===== src/rtl/m_dram_arbiter.sv =====
// m_dram_arbiter: round-robin arbiter from NHARTS per-hart MMU DRAM ports onto one DRAM controller.
// Optional feature ARB_LOCK_EN: an LR/SC owner may keep the bus for up to LOCK_MAX cycles.
module m_dram_arbiter #(
    parameter int NHARTS   = 2,
    parameter int LOCK_MAX = 64
) (
    input  logic                 CLK,
    input  logic                 RST_X,
    input  logic [NHARTS*32-1:0] w_h_addr,
    input  logic [NHARTS*32-1:0] w_h_wdata,
    input  logic [NHARTS*3-1:0]  w_h_ctrl,
    input  logic [NHARTS-1:0]    w_h_we,
    input  logic [NHARTS-1:0]    w_h_le,
    input  logic [NHARTS-1:0]    w_h_lock,
    output logic [NHARTS-1:0]    w_h_busy,
    output logic [31:0]          w_h_odata,
    output logic [31:0]          w_grant,
    output logic [31:0]          w_dram_addr,
    output logic [31:0]          w_dram_wdata,
    output logic [2:0]           w_dram_ctrl,
    output logic                 w_dram_we,
    output logic                 w_dram_le,
    input  logic                 w_dram_busy,
    input  logic [31:0]          w_dram_odata,
    output logic [2:0]           w_dbg_state
);
    localparam int OW = (NHARTS > 1) ? $clog2(NHARTS) : 1;

    typedef enum logic [2:0] {
        S_IDLE  = 3'd0,
        S_ISSUE = 3'd1,
        S_ARM   = 3'd2,
        S_WAIT  = 3'd3,
        S_DONE  = 3'd4
    } state_t;

    state_t            state_q;
    logic [NHARTS-1:0] pend_q;
    logic [NHARTS-1:0] swe_q;
    logic [31:0]       addr_q  [NHARTS];
    logic [31:0]       wdata_q [NHARTS];
    logic [2:0]        ctrl_q  [NHARTS];
    logic [OW-1:0]     owner_q;
    logic [OW-1:0]     rr_q;
    logic [1:0]        arm_cnt_q;
    logic [31:0]       odata_q;
    logic [31:0]       grant_q;
    logic [31:0]       daddr_q;
    logic [31:0]       dwdata_q;
    logic [2:0]        dctrl_q;
    logic              dwe_q;
    logic              dle_q;

    logic              sel_found;
    logic [OW-1:0]     sel_idx;
    int                sel_dist;
    int                sel_best;
    logic              iss_go;
    logic [OW-1:0]     iss_idx;

`ifdef ARB_LOCK_EN
    logic              lock_act_q;
    logic [15:0]       held_q;
    logic              lock_rel;
`else
    logic              unused_lock;
    assign unused_lock = ^w_h_lock;
`endif

    function automatic logic [OW-1:0] next_ptr(input logic [OW-1:0] p);
        if (int'(p) >= NHARTS - 1) return '0;
        return p + OW'(1);
    endfunction

    // Pick the pending hart with the smallest forward distance from rr_q.
    always_comb begin
        sel_found = 1'b0;
        sel_idx   = '0;
        sel_best  = NHARTS;
        sel_dist  = 0;
        for (int i = 0; i < NHARTS; i++) begin
            sel_dist = i - int'(rr_q);
            if (sel_dist < 0) sel_dist = sel_dist + NHARTS;
            if (pend_q[i] && sel_dist < sel_best) begin
                sel_best  = sel_dist;
                sel_found = 1'b1;
                sel_idx   = OW'(i);
            end
        end
    end

    always_comb begin
        iss_go  = sel_found;
        iss_idx = sel_idx;
`ifdef ARB_LOCK_EN
        lock_rel = lock_act_q && (!w_h_lock[owner_q] || held_q >= 16'(LOCK_MAX));
        if (lock_act_q) begin
            iss_go  = !lock_rel && pend_q[owner_q];
            iss_idx = owner_q;
        end
`endif
    end

    always_ff @(posedge CLK or negedge RST_X) begin
        if (!RST_X) begin
            state_q   <= S_IDLE;
            pend_q    <= '0;
            swe_q     <= '0;
            owner_q   <= '0;
            rr_q      <= '0;
            arm_cnt_q <= '0;
            odata_q   <= '0;
            grant_q   <= '0;
            daddr_q   <= '0;
            dwdata_q  <= '0;
            dctrl_q   <= '0;
            dwe_q     <= 1'b0;
            dle_q     <= 1'b0;
            for (int i = 0; i < NHARTS; i++) begin
                addr_q[i]  <= '0;
                wdata_q[i] <= '0;
                ctrl_q[i]  <= '0;
            end
`ifdef ARB_LOCK_EN
            lock_act_q <= 1'b0;
            held_q     <= '0;
`endif
        end else begin
            // A hart that already has a pending slot cannot overwrite it.
            for (int i = 0; i < NHARTS; i++) begin
                if ((w_h_we[i] || w_h_le[i]) && !pend_q[i]) begin
                    pend_q[i]  <= 1'b1;
                    swe_q[i]   <= w_h_we[i];
                    addr_q[i]  <= w_h_addr[32*i +: 32];
                    wdata_q[i] <= w_h_wdata[32*i +: 32];
                    ctrl_q[i]  <= w_h_ctrl[3*i +: 3];
                end
            end
`ifdef ARB_LOCK_EN
            if ((state_q != S_IDLE || lock_act_q) && held_q != '1)
                held_q <= held_q + 16'd1;
`endif
            case (state_q)
                S_IDLE: begin
`ifdef ARB_LOCK_EN
                    if (lock_rel) begin
                        lock_act_q <= 1'b0;
                        held_q     <= '0;
                        rr_q       <= next_ptr(owner_q);
                    end else
`endif
                    if (iss_go) begin
                        owner_q  <= iss_idx;
                        grant_q  <= 32'(iss_idx);
                        daddr_q  <= addr_q[iss_idx];
                        dwdata_q <= wdata_q[iss_idx];
                        dctrl_q  <= ctrl_q[iss_idx];
                        dwe_q    <= swe_q[iss_idx];
                        dle_q    <= !swe_q[iss_idx];
                        state_q  <= S_ISSUE;
`ifdef ARB_LOCK_EN
                        if (!lock_act_q) held_q <= '0;
`endif
                    end
                end
                S_ISSUE: begin
                    dwe_q     <= 1'b0;
                    dle_q     <= 1'b0;
                    arm_cnt_q <= '0;
                    state_q   <= S_ARM;
                end
                S_ARM: begin
                    // A controller that never raises busy is treated as done after 4 cycles.
                    if (w_dram_busy) state_q <= S_WAIT;
                    else if (arm_cnt_q == 2'd3) state_q <= S_DONE;
                    else arm_cnt_q <= arm_cnt_q + 2'd1;
                end
                S_WAIT: begin
                    if (!w_dram_busy) begin
                        odata_q <= w_dram_odata;
                        state_q <= S_DONE;
                    end
                end
                S_DONE: begin
                    pend_q[owner_q] <= 1'b0;
                    daddr_q         <= '0;
                    dwdata_q        <= '0;
                    dctrl_q         <= '0;
                    state_q         <= S_IDLE;
`ifdef ARB_LOCK_EN
                    if (w_h_lock[owner_q] && (held_q + 16'd1) < 16'(LOCK_MAX)) begin
                        lock_act_q <= 1'b1;
                        rr_q       <= owner_q;
                    end else begin
                        lock_act_q <= 1'b0;
                        held_q     <= '0;
                        rr_q       <= next_ptr(owner_q);
                    end
`else
                    rr_q <= next_ptr(owner_q);
`endif
                end
                default: state_q <= S_IDLE;
            endcase
        end
    end

    assign w_h_busy     = pend_q | w_h_we | w_h_le;
    assign w_h_odata    = odata_q;
    assign w_grant      = grant_q;
    assign w_dram_addr  = daddr_q;
    assign w_dram_wdata = dwdata_q;
    assign w_dram_ctrl  = dctrl_q;
    assign w_dram_we    = dwe_q;
    assign w_dram_le    = dle_q;
    assign w_dbg_state  = state_q;
endmodule


===== config.mk =====
export PLATFORM = sky130hd
export DESIGN_NAME = m_dram_arbiter
export DESIGN_NICKNAME = d
export VERILOG_FILES = /design/src/rtl/m_dram_arbiter.sv
export SDC_FILE = /design/constraint.sdc
export NUM_CORES = 1
export LEC_CHECK = 0
export CAP_MARGIN = 0
export CORE_MARGIN = 5
export CORE_UTILIZATION = 45
export CTS_BUF_LIST = sky130_fd_sc_hd__clkbuf_4
export CTS_CLUSTER_SIZE = 8
export DETAILED_ROUTE_END_ITERATION = 8
export HOLD_SLACK_MARGIN = 0.05
export PLACE_DENSITY_LB_ADDON = 0.12
export SYNTH_ARGS = -nofsm -noshare
export SYNTH_HDL_FRONTEND = slang
export SYNTH_SLANG_ARGS = --single-unit
export TNS_END_PERCENT = 5

===== constraint.sdc =====
create_clock -name CLK -period 1.84 [get_ports CLK]
set_input_delay 0.552 -clock CLK [delete_from_list [all_inputs] [get_ports CLK]]
set_output_delay 0.552 -clock CLK [all_outputs]
set_load 0.05 [all_outputs]

==> impl_results.md <==
- Flip-flop and latch area: 6160 um^2
- # Max-Cap Violations: 0
- Syn-to-layout area delta: 42.5%
- Share of cells above drive strength 1: 39.3%
- Vias in the first global route: 7587
- Drt drc: 0
- Number of CTS-inserted buffers: 68
- Status: complete, but fails checks
- CTS max path bufs: 3
- Crit start category: register
- Fmax: 0.467 GHz
- Post-Synth Simple-Gate Area: 3.44%
- Fin crit period: 2.14 ns
- Final setup vio count: 4
- Class of the worst hold path: primary input to asynchronous set/reset pin
- Worst VDD drop: 1.03 mV
- Worst Path Buf+Inv: 1
- Drt wl/cell: 17.7 um
- RSZ-0062 raised after global routing: yes
- Crit Path Max Fanout: 2
- Sequential power share: 35.2%
- Netlist Area Pre-Place: 10100 um^2
- Worst path cell trace: or3_4, buf_8
- Leakage power: 6.62 nW
- CTS tree: yes
- Synth Area in Adders: 0.124%
- Cell family with most CP delay: flip-flops
- Crit path DAT: 1.59 ns
- Post-Synth XOR/XNOR Area: 0%
- IO Pins: 313
- DIE AREA: 25500 um^2
- Final setup margin: -0.299 ns
- Skew-Pair Late Insertion Delay: 0.66 ns
- Sw Share: 39.9%
- # clock sinks: 246
- Post-synth cell types: 34
- Multi-input gate area: 3600 um^2
- Final wirelength: 24900 um
- Fillers: 1736
- Vias per inst: 4.91
- CTS clk-pin slew, worst paths: 0.06 ns
- Main combinational cell family by area after synthesis: multiplexers
- FF+latch count, synth: 246
- Mapped Cells: 735
- Element type at the critical path end: primary output
- Commonest non-fill, non-tap cell in the layout: dfrtp_1
- Post-DP HPWL: 17100 um
- Die width: 160 um
- Port Buffer Count: 279
- Critical path's largest stage delay: 0.39 ns
- WS Path Type: register to primary output
- Slew headroom: 63.4%
- Final ANT Viol Nets: 0
- Failing checks: setup timing
- Slowest cell on crit path: dfrtp_1
- Worst slew pin tran: 0.547 ns
- GPL Wtd Cong: 0.748
- Fin. Hold Viols: 0
- Internal Power: 16.3 mW
- Initial DRC Count: 159
- Clock power share: 18.8%
- Util after Layout: 65.4%
- Period Utilization, post-route: 116%
- Mux contribution to synthesized area: 25.7%
- Htree depth: 3
- First-pass DRT Iterations: 4
- Combinational share of power: 46.0%
- Root Buffer: clkbuf_4
- GR Util All Layers: 19.8%
- Most frequent cells in the layout: dfrtp_1 (241), clkdlybuf4s50_1 (170), mux2_2 (167)
- Total gr overflow: 0
- Core area: 22000 um^2
- Cell Pwr Density: 1890 nW/um^2
- Setup TNS: -0.632 ns
- Register area share after synthesis: 61.1%
- Total Power: 27.1 mW
- Syn. warnings: 0
- Worst Path Required: 1.29 ns
- Syn Area/Cell: 13.7 um^2
- Starting Density: 45.9%
- Number of core rows: 54
- Post-synthesis compound-gate area fraction: 4.52%
- First-pass GRT wire length: 40500 um
- Initial antenna violation count: 1
- Die height: 160 um
- Nets: 1254
- Clock Skews: 0.0518 ns
- Final slew viol count: 0
- Vias: 6900
- Sw power: 10.8 mW
- Largest net degree at the start of global routing: 57
-- registers in the layout, indices dropped and copies added, names as in the netlist --
name          cells
addr_q           64
wdata_q          64
w_dram_addr      32
w_dram_wdata     32
w_h_odata        32
ctrl_q            6
w_dbg_state       3
w_dram_ctrl       3
arm_cnt_q         2
pend_q            2
swe_q             2
rr_q              1
w_dram_le         1
w_dram_we         1
w_grant           1
-- routing by layer --
layer	track usage, %	wire (um)
met5	0	0
met1	23.6	9920
met4	6.35	499
met3	7.19	2000
met2	33.4	12500
-- synth_stat cells (all sizes together) --
cell / n / area (um^2)
mux2: 169 / 1900
o31ai: 1 / 12.5
nand3: 1 / 5.00
clkbuf: 11 / 45.1
a211oi: 1 / 7.51
conb: 1 / 3.75
o21a: 1 / 7.51
o21bai: 1 / 7.51
nand2: 71 / 267
o41ai: 1 / 8.76
buf: 63 / 443
ha: 1 / 12.5
nor3: 4 / 20.0
o22ai: 2 / 12.5
nor3b: 1 / 12.5
and2: 1 / 6.26
a31oi: 2 / 12.5
inv: 5 / 18.8
mux2i: 69 / 691
dfrtp: 246 / 6160
or3: 2 / 12.5
a21oi: 3 / 15.0
a22oi: 1 / 7.51
o21ai: 72 / 364
nor2: 4 / 17.5
nand2b: 1 / 6.26
-- power groups by stage --
stage / sequential (mW) / clock (mW) / combinational (mW)
floorplan: 12.8 / 0 / 4.92
global placement: 9.44 / 0 / 12.0
detailed placement: 9.53 / 0 / 12.2
CTS: 9.52 / 5.31 / 12.5
global route: 9.88 / 5.60 / 13.3
finish: 9.55 / 5.09 / 12.4
-- worst reg2reg max path, cell delays in order, from the launching register on --
cell,delay (ns)
dfrtp_1,0.39
buf_4,0.14
buf_4,0.15
o21ai_4,0.46
buf_4,0.30
o21ai_0,0.11
-- through the flow --
step / hold WS (ns) / worst slack [ns] / area [um^2] / instances
floorplan: 0.256 / 0.00261 / 10200 / 765
global placement: 0.453 / -0.301 / 13200 / 1284
detailed placement: 0.456 / -0.308 / 13200 / 1284
CTS: 0.316 / -0.378 / 14300 / 1404
global route: 0.338 / -0.400 / 14400 / 1406
finish: 0.370 / -0.299 / 14400 / 1406
-- final cells by class --
| class | instances | share of cell area, % |
|---|---|---|
| Timing Repair Buffer | 317 | 23.2 |
| Clock inverter | 9 | 0.662 |
| Sequential cell | 246 | 42.9 |
| Clock buffer | 107 | 5.59 |
| Multi-Input combinational cell | 440 | 25.1 |
| Antenna cell | 2 | 0.0349 |
| Inverter | 5 | 0.131 |
| Tap cell | 280 | 2.44 |
-- timing repair --
item / CTS / global route
endpoints found under the setup margin: 46 / 51
resized for setup: 49 / 23
endpoints found under the hold margin: 27 / 0
hold buffers: 1 / 0
setup buffers: 3 / 0
pin swaps: 2 / 0
-- logic make-up (layout without fill, tap and decap cells) --
family | Yosys count | count (layout)
simple gates | 85 | 85
buf+inv | 79 | 438
fa+ha+maj | 1 | 1
flops | 246 | 246
other cells | 1 | 33
mux | 238 | 238
compound gates | 85 | 85
-- path summary, 6_finish.rpt --
path                                    end              from  cells past startpoint  slack [ns]
max                             w_h_busy[0]         pend_q[0]                      2       -0.30
min                           w_h_odata[29]             RST_X                      2        0.37
max reg2reg                 w_dram_wdata[3]         pend_q[0]                      5        0.13
min reg2reg                w_dram_wdata[14]  w_dram_wdata[14]                      2        0.48
max in group asynchronous   w_dram_addr[29]             RST_X                      3        0.88
min in group CLK           w_dram_wdata[14]  w_dram_wdata[14]                      2        0.48
No activity file was read; power rests on OpenSTA's default activity.
